<file path="src/rtl/escalonador_so_pkg.sv">
`default_nettype none
// ============================================================================
// Module  : escalonador_so_pkg
// Purpose : Shared definitions for the round-robin OS scheduler: FSM state
//           encoding and the process-index width helper.
// Contents: estado_t  - 3-bit scheduler state encoding
//           idw_of()  - index width for N processes, never below 1
// Revision: 1.0 - initial release
// ============================================================================
package escalonador_so_pkg;

    typedef enum logic [2:0] {
        ST_BOOT      = 3'd0,
        ST_SELECIONA = 3'd1,
        ST_RESTAURA  = 3'd2,
        ST_EXECUTA   = 3'd3,
        ST_SALVA     = 3'd4,
        ST_OCIOSO    = 3'd5,
        ST_FIM       = 3'd6
    } estado_t;

    // Index width for n processes; a single bit is kept even for n<=2.
    function automatic int idw_of(input int n);
        return (n > 2) ? $clog2(n) : 1;
    endfunction

endpackage
`default_nettype wire

</file>
<file path="src/rtl/escalonador_so_if.sv">
`default_nettype none
// ============================================================================
// Module  : escalonador_so_if
// Purpose : Bundles the scheduler's CPU-control and context-store handshake.
// Signals : HALT, proc_pronto, ctx_ack         (towards the scheduler)
//           bloq_cpu, Sel_BIOS, proc_atual,
//           ctx_salva, ctx_restaura,
//           troca_ctx, fim_so                  (from the scheduler)
// Modports: master - scheduler side; slave - CPU / context-store side
// Revision: 1.0 - initial release
// ============================================================================
interface escalonador_so_if
    import escalonador_so_pkg::*;
#(
    parameter int N_PROC = 4,
    parameter int IDW    = idw_of(N_PROC)
) ();

    logic              HALT;
    logic [N_PROC-1:0] proc_pronto;
    logic              ctx_ack;
    logic              bloq_cpu;
    logic              Sel_BIOS;
    logic [IDW-1:0]    proc_atual;
    logic              ctx_salva;
    logic              ctx_restaura;
    logic              troca_ctx;
    logic              fim_so;

    modport master (
        input  HALT, proc_pronto, ctx_ack,
        output bloq_cpu, Sel_BIOS, proc_atual, ctx_salva, ctx_restaura,
               troca_ctx, fim_so
    );

    modport slave (
        output HALT, proc_pronto, ctx_ack,
        input  bloq_cpu, Sel_BIOS, proc_atual, ctx_salva, ctx_restaura,
               troca_ctx, fim_so
    );

endinterface
`default_nettype wire

</file>
<file path="src/rtl/escalonador_so_arbitro_rr.sv">
`default_nettype none
// ============================================================================
// Module  : arbitro_rr
// Purpose : Combinational round-robin pick. Searches the mask starting at
//           ultimo+1, wrapping modulo N, with ultimo itself examined last.
// Ports   : mascara [N]   candidate mask
//           ultimo  [IDW] index granted previously
//           proximo [IDW] next index (ultimo when nothing is set)
//           valido        at least one mask bit set
// Revision: 1.0 - initial release
// ============================================================================
module arbitro_rr
    import escalonador_so_pkg::*;
#(
    parameter  int N   = 4,
    localparam int IDW = idw_of(N)
) (
    input  logic [N-1:0]   mascara,
    input  logic [IDW-1:0] ultimo,
    output logic [IDW-1:0] proximo,
    output logic           valido
);

    always_comb begin
        logic [IDW-1:0] idx;
        idx     = '0;
        proximo = ultimo;
        valido  = 1'b0;
        // Walk offsets from farthest to nearest so the nearest hit wins.
        for (int k = N; k >= 1; k--) begin
            idx = IDW'((int'(ultimo) + k) % N);
            if (mascara[idx]) begin
                proximo = idx;
                valido  = 1'b1;
            end
        end
    end

endmodule
`default_nettype wire

</file>
<file path="src/rtl/escalonador_so.sv">
`default_nettype none
// ============================================================================
// Module  : escalonador_so
// Purpose : Boots the CPU from BIOS, then time-slices N_PROC resident
//           processes round-robin with a fixed quantum, saving/restoring
//           register context through an external store on every switch.
// Ports   : clk, reset (synchronous, active-high)
//           bus (escalonador_so_if.master):
//             HALT, proc_pronto, ctx_ack in; bloq_cpu, Sel_BIOS, proc_atual,
//             ctx_salva, ctx_restaura, troca_ctx, fim_so out
// Revision: 1.0 - initial release
// ============================================================================
module escalonador_so
    import escalonador_so_pkg::*;
#(
    parameter int N_PROC  = 4,
    parameter int QUANTUM = 16
) (
    input  wire logic         clk,
    input  wire logic         reset,
    escalonador_so_if.master  bus
);

    localparam int IDW = idw_of(N_PROC);
    localparam int CW  = $clog2(QUANTUM + 1);

    estado_t           estado;
    logic [N_PROC-1:0] ativo;
    logic [CW-1:0]     cont;
    logic [IDW-1:0]    proc_atual;
    logic              bloq_cpu;
    logic              sel_bios;
    logic              ctx_salva;
    logic              ctx_restaura;
    logic              troca_ctx;
    logic              fim_so;

    logic [N_PROC-1:0] eleg;
    logic [IDW-1:0]    prox;
    logic              prox_valido;

    assign eleg = bus.proc_pronto & ativo;

    arbitro_rr #(.N(N_PROC)) u_arbitro (
        .mascara (eleg),
        .ultimo  (proc_atual),
        .proximo (prox),
        .valido  (prox_valido)
    );

    // All outputs are registered and updated on the transition into the
    // state that owns them, so they are glitch-free Moore outputs.
    always_ff @(posedge clk) begin
        if (reset) begin
            estado       <= ST_BOOT;
            ativo        <= '1;
            cont         <= '0;
            proc_atual   <= '0;
            bloq_cpu     <= 1'b0;
            sel_bios     <= 1'b1;
            ctx_salva    <= 1'b0;
            ctx_restaura <= 1'b0;
            troca_ctx    <= 1'b0;
            fim_so       <= 1'b0;
        end else begin
            troca_ctx <= 1'b0;
            case (estado)
                ST_BOOT: begin
                    if (bus.HALT) begin
                        estado   <= ST_SELECIONA;
                        sel_bios <= 1'b0;
                        bloq_cpu <= 1'b1;
                    end
                end

                ST_SELECIONA: begin
                    if (ativo == '0) begin
                        estado <= ST_FIM;
                        fim_so <= 1'b1;
                    end else if (!prox_valido) begin
                        estado <= ST_OCIOSO;
                    end else begin
                        proc_atual   <= prox;
                        ctx_restaura <= 1'b1;
                        estado       <= ST_RESTAURA;
                    end
                end

                ST_RESTAURA: begin
                    if (bus.ctx_ack) begin
                        ctx_restaura <= 1'b0;
                        cont         <= '0;
                        troca_ctx    <= 1'b1;
                        bloq_cpu     <= 1'b0;
                        estado       <= ST_EXECUTA;
                    end
                end

                ST_EXECUTA: begin
                    cont <= cont + CW'(1);
                    // A finished process has nothing worth saving.
                    if (bus.HALT) begin
                        ativo[proc_atual] <= 1'b0;
                        bloq_cpu          <= 1'b1;
                        estado            <= ST_SELECIONA;
                    end else if ((cont == CW'(QUANTUM - 1)) ||
                                 !bus.proc_pronto[proc_atual]) begin
                        ctx_salva <= 1'b1;
                        bloq_cpu  <= 1'b1;
                        estado    <= ST_SALVA;
                    end
                end

                ST_SALVA: begin
                    if (bus.ctx_ack) begin
                        ctx_salva <= 1'b0;
                        estado    <= ST_SELECIONA;
                    end
                end

                ST_OCIOSO: begin
                    if (eleg != '0) begin
                        estado <= ST_SELECIONA;
                    end
                end

                ST_FIM: begin
                    estado <= ST_FIM;
                end

                default: begin
                    estado <= ST_BOOT;
                end
            endcase
        end
    end

    assign bus.bloq_cpu     = bloq_cpu;
    assign bus.Sel_BIOS     = sel_bios;
    assign bus.proc_atual   = proc_atual;
    assign bus.ctx_salva    = ctx_salva;
    assign bus.ctx_restaura = ctx_restaura;
    assign bus.troca_ctx    = troca_ctx;
    assign bus.fim_so       = fim_so;

endmodule
`default_nettype wire

</file>
<file path="src/flat_wrapper.sv">
// flat-port wrapper written by rule: the top's interface ports become plain ports
module escalonador_so_flat import escalonador_so_pkg::*;
#(
    parameter int N_PROC  = 4,
    parameter int QUANTUM = 16
)
  (clk, reset, bus_HALT, bus_proc_pronto, bus_ctx_ack, bus_bloq_cpu, bus_Sel_BIOS, bus_proc_atual, bus_ctx_salva, bus_ctx_restaura, bus_troca_ctx, bus_fim_so);
  escalonador_so_if #(.N_PROC(N_PROC)) bus_i ();
  input  wire logic clk;
  input  wire logic reset;
  input wire logic [$bits(bus_i.HALT)-1:0] bus_HALT;
  input wire logic [$bits(bus_i.proc_pronto)-1:0] bus_proc_pronto;
  input wire logic [$bits(bus_i.ctx_ack)-1:0] bus_ctx_ack;
  output wire logic [$bits(bus_i.bloq_cpu)-1:0] bus_bloq_cpu;
  output wire logic [$bits(bus_i.Sel_BIOS)-1:0] bus_Sel_BIOS;
  output wire logic [$bits(bus_i.proc_atual)-1:0] bus_proc_atual;
  output wire logic [$bits(bus_i.ctx_salva)-1:0] bus_ctx_salva;
  output wire logic [$bits(bus_i.ctx_restaura)-1:0] bus_ctx_restaura;
  output wire logic [$bits(bus_i.troca_ctx)-1:0] bus_troca_ctx;
  output wire logic [$bits(bus_i.fim_so)-1:0] bus_fim_so;
  assign bus_i.HALT = bus_HALT;
  assign bus_i.proc_pronto = bus_proc_pronto;
  assign bus_i.ctx_ack = bus_ctx_ack;
  assign bus_bloq_cpu = bus_i.bloq_cpu;
  assign bus_Sel_BIOS = bus_i.Sel_BIOS;
  assign bus_proc_atual = bus_i.proc_atual;
  assign bus_ctx_salva = bus_i.ctx_salva;
  assign bus_ctx_restaura = bus_i.ctx_restaura;
  assign bus_troca_ctx = bus_i.troca_ctx;
  assign bus_fim_so = bus_i.fim_so;
  escalonador_so #(.N_PROC(N_PROC), .QUANTUM(QUANTUM)) u_core (.clk(clk), .reset(reset), .bus(bus_i));
endmodule
</file>
<file path="config.mk">
export PLATFORM = sky130hd
export DESIGN_NAME = escalonador_so_flat
export DESIGN_NICKNAME = d
export VERILOG_FILES = /design/src/rtl/escalonador_so_pkg.sv /design/src/rtl/escalonador_so_if.sv /design/src/rtl/escalonador_so_arbitro_rr.sv /design/src/rtl/escalonador_so.sv /design/src/flat_wrapper.sv
export SDC_FILE = /design/constraint.sdc
export NUM_CORES = 1
export LEC_CHECK = 0
export CAP_MARGIN = 20
export CORE_MARGIN = 2
export CORE_UTILIZATION = 50
export DETAILED_ROUTE_END_ITERATION = 10
export PLACE_DENSITY = 0.74
export SETUP_SLACK_MARGIN = 0.05
export SKIP_LAST_GASP = 1
export SLEW_MARGIN = 20
export SYNTH_ARGS = -nofsm -noshare
export SYNTH_HDL_FRONTEND = slang
export SYNTH_SLANG_ARGS = --single-unit
</file>
<file path="constraint.sdc">
create_clock -name clk -period 2.55 [get_ports clk]
set_clock_uncertainty 0.05 [all_clocks]
set_input_delay 0.51 -clock clk [delete_from_list [all_inputs] [get_ports clk]]
set_output_delay 0.51 -clock clk [all_outputs]
set_load 0.005 [all_outputs]
</file>
Word level (Yosys, flattened, before mapping)
Cells that the tools add are included.
{"block": "word_totals", "reg_bits": 20}
{"block": "classes", "add_sub_neg": 5, "order_cmp": 6, "eq_ne": 16, "muxes": 42, "bitwise": 5, "n_reduce_logical": 21}
{"op": "$mux W3", "n": 8}
{"op": "$pmux W3 S7", "n": 1}
{"op": "$mux W1", "n": 18}
{"op": "$reduce_and A4 Y1", "n": 4}
{"op": "$lt A2 B3 Y1 const B", "n": 5}
{"op": "$bmux W1 S2", "n": 5}
{"op": "$ne A2 B2 Y1 const B", "n": 5}
{"op": "$pmux W5 S2", "n": 1}
{"op": "$eq A3 B3 Y1 const B", "n": 3}
{"op": "$and A4 B4 Y4", "n": 2}
{"op": "$mux W2", "n": 4}
{"op": "$reduce_and A2 Y1", "n": 4}
{"op": "$reduce_bool A4 Y1", "n": 2}
{"op": "$eq A3 B2 Y1 const B", "n": 2}
{"op": "$ne A2 B1 Y1 const B", "n": 3}
{"op": "$reduce_bool A2 Y1", "n": 3}
{"op": "$add A5 B1 Y5 const B", "n": 1}
{"op": "$eq A5 B4 Y1 const B", "n": 1}
{"op": "$mux W5", "n": 1}
{"op": "$reduce_and A5 Y1", "n": 1}
{"op": "$add A2 B1 Y2 const B", "n": 2}
{"op": "$add A2 B2 Y2 const B", "n": 2}
{"op": "$logic_not A4 Y1", "n": 1}
{"op": "$not A4 Y4", "n": 1}
{"op": "other kinds (13)", "n": 15}

Longest topological paths before layout
{"block": "logic_depth", "depth_word": 10, "ltp_mapped": 7, "depth_no_buf": 7}

Modules after synthesis
A second synthesis with hierarchy kept.
{"block": "unflattened", "cells_unflattened": 130, "hier_area_um2": 1116.1}
{"mod": "escalonador_so", "instances": 1, "cells_each": 116, "area_per_inst_um2": 1033.5, "seq_area_each_um2": 400.4}
{"mod": "arbitro_rr", "instances": 1, "cells_each": 14, "area_per_inst_um2": 82.6, "seq_area_each_um2": 0.0}

Worst setup path after synthesis
Ideal clock, no wire load.
{"block": "synth_timing", "kind": "input port to flip-flop", "from": "input port bus_proc_pronto[0]", "to": "register u_core.proc_atual[0] (netlist: u_core.bus.proc_atual[0])", "setup_time_ns": 0.059, "t_arrival_ns": 1.777, "slack_ns": 0.663, "cell_stages": 5, "n_path_buf": 0, "path_cell_list": "nand2_2 > mux4_2 > or3_1 > a311oi_1 > a41o_1"}
{"block": "synth_between", "elab_chain_len": 8}
{"item": "from (decl)", "line_no": "flat_wrapper.sv:12", "rtl": "input wire logic [$bits(bus_i.proc_pronto)-1:0] bus_proc_pronto;"}
{"item": "$and A4 B4 Y4 (*)", "line_no": "escalonador_so.sv:42", "rtl": "assign eleg = bus.proc_pronto & ativo;"}
{"item": "$bmux W1 S2", "line_no": "escalonador_so_arbitro_rr.sv:32", "rtl": "if (mascara[idx]) begin"}
{"item": "$mux W1 (not written as such)", "line_no": "escalonador_so_arbitro_rr.sv:32"}
{"item": "$mux W1 (4 in series)", "line_no": "escalonador_so_arbitro_rr.sv:32"}
{"item": "$reduce_and A4 Y1 (no line)"}
{"item": "to (signal assigned)", "line_no": "escalonador_so.sv:83", "rtl": "proc_atual <= prox;"}
{"item": "to (decl)", "line_no": "escalonador_so.sv:30", "rtl": "logic [IDW-1:0] proc_atual;"}
Every way passes the cells marked *; elsewhere a longest branch is shown, timed or not. The select of a mux whose other input is x is not followed.
A chain may end at the register's enable or synchronous reset.

Worst setup path after layout
{"block": "layout_timing", "from": "register u_core.proc_atual[0] (netlist: u_core.bus.proc_atual[0])", "to": "register u_core.proc_atual[0] (netlist: u_core.bus.proc_atual[0])"}
{"block": "layout_between", "elab_chain_len": 8}
{"item": "$add A2 B1 Y2", "line_no": "escalonador_so_arbitro_rr.sv:31", "rtl": "idx = IDW'((int'(ultimo) + k) % N);"}
{"item": "$bmux W1 S2", "line_no": "escalonador_so_arbitro_rr.sv:32"}
{"item": "$mux W1 (not written as such)", "line_no": "escalonador_so_arbitro_rr.sv:32"}
{"item": "$mux W1 (4 in series)", "line_no": "escalonador_so_arbitro_rr.sv:32"}
{"item": "$reduce_and A4 Y1 (no line)"}
Parallel ways exist; a longest one is shown, timed or not. The select of a mux whose other input is x is not followed.

==> results.cfg <==
[clocking]
numClockSinks = 20
cts_resized = 0
root_buffer = clkbuf_4
cts_hold_buf = 0
ctsHtreeMaxLevel = 1
clk_pin_slew_ns = 0.12
clk_latency_ns = 0.31
cts_buffer_depth = 2
cts_tree = done
cts_buffers = 3
postCtsSetupRepairBufs = 0

[place]
dp_hpwl_mm = 2.07
dp.cells = 182
place_congestion = 0.917
dp_slack_ns = 0.0563
port_buffers = 15

[detailed_routing]
wl_met3_microns = 199
wire_per_inst_microns = 14.8
drc = 0
drt_wl_total_mm = 2.75
dr_wl_met2_mm = 1.29
drtAntennaViolNets = 0
wl_met1_mm = 1.24
drtIter0Drc = 54
vias = 1129
routed.top_layer = met4
dr.pass1.iters = 4
viasPerCell = 6.07

[sta]
tightestPinTransition_ns = 0.672
fmax_mhz = 457
slew_headroom = 0.548
slew_viol_final = 0
setup_viol = 0
fin_crit_sh = 0.858
rsz0062_at_grt = false
tns_ns = 0
layout_min_cycle_time_ns = 2.19
setup_ws_ns = 0.362
final_hold_viol_count = 0

[floorplanning]
ios = 16
die_height_microns = 52.0
core_sq_um = 2190
die_area_sq_um = 2700
rows = 17
start_util = 0.525
dieWidth_microns = 52.0

[synthesis]
synth_edf_count = 0
synth.area.top_cells = dfxtp_1 35%, ha_1 6.5%, nand2_1 6.2%
ys_top_cells_by_count = 20 x dfxtp_1, 19 x nand2_1, 15 x nor2_1
synth_area_per_cell_sq_um = 8.10
ys_types = 39
synth_warnings = 0
synth_top_area_share = 0.348
async_flop_share = 0
syn_inst = 142
synth_seq_area_share = 0.348
synth_area_sq_um = 1150
synth-seq-cells = 20
synth_area_leader_cell = dfxtp_1
synth_ff_type = dfxtp_1
synth_most_common_cell = dfxtp_1
syn-num-nets = 156

[worst_hold_path]
hold_path_class = reg -> reg

[setup_path]
crit_type = reg -> reg
arrival_ns = 2.40
max_stage_delay_ns = 0.56
slowest_stage = dfxtp_1
critical_path_buf_inv_count = 1
end_kind = flop
crit_path_max_fanout = 10
critPathRequiredTime_ns = 2.76
cp_cell_sequence = inv_1, ha_1, a21boi_0, or3_1, a311oi_1, a41o_1
cp-start-kind = flop
cp_top_family = compound AO/OA/AOI/OAI gates

[power]
intPower_mw = 0.779
total_leakage_power_nw = 0.533
combPwrFrac = 0.398
vdd_drop_max_mv = 0.527
p_clk_frac = 0.212
netSwitchingFraction = 0.366
cellPowerDensity_nw_per_um2 = 889
p_sw_mw = 0.450
pwr-share-seq = 0.389

[global_routing]
grt_pass1_vias = 1032
grt_first_pass_wirelength_mm = 4.70
grt_antenna_before_repair = 0
grt-ovfl-total = 0
grt.total_usage = 0.230
grt_max_degree = 17

[finish]
insertedDiodeCount = 0
area_growth_pct = 20.2
layout-drive-gt1-share = 0.0823
instances_no_fill = 186
nets = 173

[outcome]
status = complete, no violations

[flow_run]
maxCapViolCount = 0
-- layout by cell type, fill, tap and decap left out, drive strengths merged, types with 2 or more instances in the layout --
cell           Yosys  final
nand2             22     22
dfxtp             20     20
nor2              15     15
clkdlybuf4s50      0     15
a21oi              9      9
ha                 6      6
inv                5      5
nand3              5      5
o21ai              5      5
nor3               4      4
a31oi              4      4
nand2b             3      3
a21boi             3      3
a311oi             3      3
clkbuf             4      3
nor4               2      2
mux4               2      2
a211oi             2      2
nand3b             2      2
or3                2      2
o31ai              2      2
nand4              2      2
o32ai              2      2
nor3b              2      2
xor2               2      2
buf                1      2
-- stage by stage --
stage	util	power [mW]	cell area (sq um)	hold WS [ns]
final	0.631	1.23	1380	0.414
after global routing	0.631	1.32	1380	0.437
after CTS	0.631	1.23	1380	0.420
after detailed placement	0.607	0.969	1330	0.393
after global placement	0.607	0.957	1330	0.387
after floorplan	-	0.794	1150	0.394
-- kinds of logic after synthesis --
logic type,share of synthesized area
AO/OA/AOI/OAI,0.226
XOR/XNOR,0.0152
adder cells (fa/ha/maj),0.0653
buffers and inverters,0.0370
flip-flops,0.348
multiplexers,0.0479
AND/OR/NAND/NOR,0.260
-- layer usage --
| layer | vias to the layer above | GRT usage |
|---|---|---|
| li1 | 554 | - |
| met3 | 4 | 0.0517 |
| met4 | 0 | 0.0263 |
| met1 | 522 | 0.325 |
| met5 | - | 0 |
| met2 | 49 | 0.369 |
-- state kept, by name, summed over array words and instances (netlist names) --
signal and cells:
u_core.bus.troca_ctx 1, u_core.bus.ctx_salva 1, u_core.bus.Sel_BIOS 1, u_core.bus.fim_so 1
u_core.cont 5, u_core.bus.ctx_restaura 1, u_core.estado 3, u_core.ativo 4
u_core.bus.proc_atual 2, u_core.bus.bloq_cpu 1
-- path summary, 6_finish.rpt --
path	cells after the start	from	slack, ns	end
worst max-delay path	6	u_core.bus.proc_atual[0]	0.36	u_core.bus.proc_atual[0]
worst min-delay path	2	u_core.bus.bloq_cpu	0.41	u_core.bus.bloq_cpu
worst max register to register	6	u_core.bus.proc_atual[0]	0.36	u_core.bus.proc_atual[0]
worst min register to register	2	u_core.bus.bloq_cpu	0.41	u_core.bus.bloq_cpu
-- area by class of cell --
class	instances	area, sq um
inverters	6	22.5
flip-flops and latches	20	400
repair buffers	17	165
clock buffers	3	22.5
well taps	28	35.0
clock inverters	1	30.0
multi-input cells	111	707
fillers	194	808
-- power by group through the flow --
stage,logic (mW),clock network (mW),registers [mW]
after floorplan,0.357,0,0.437
after global placement,0.473,0,0.485
after detailed placement,0.482,0,0.486
after CTS,0.484,0.267,0.479
after global routing,0.541,0.280,0.495
final,0.489,0.261,0.479
-- worst register-to-register path: cells and delay by family (launching register included) --
kind,cells,cell delay (ns)
flip-flops,1,0.56
adder cells (fa/ha/maj),1,0.40
AND/OR/NAND/NOR,1,0.35
buffers and inverters,1,0.20
AO/OA/AOI/OAI,3,0.58
Note: power is estimated with default switching activity, not from simulation.
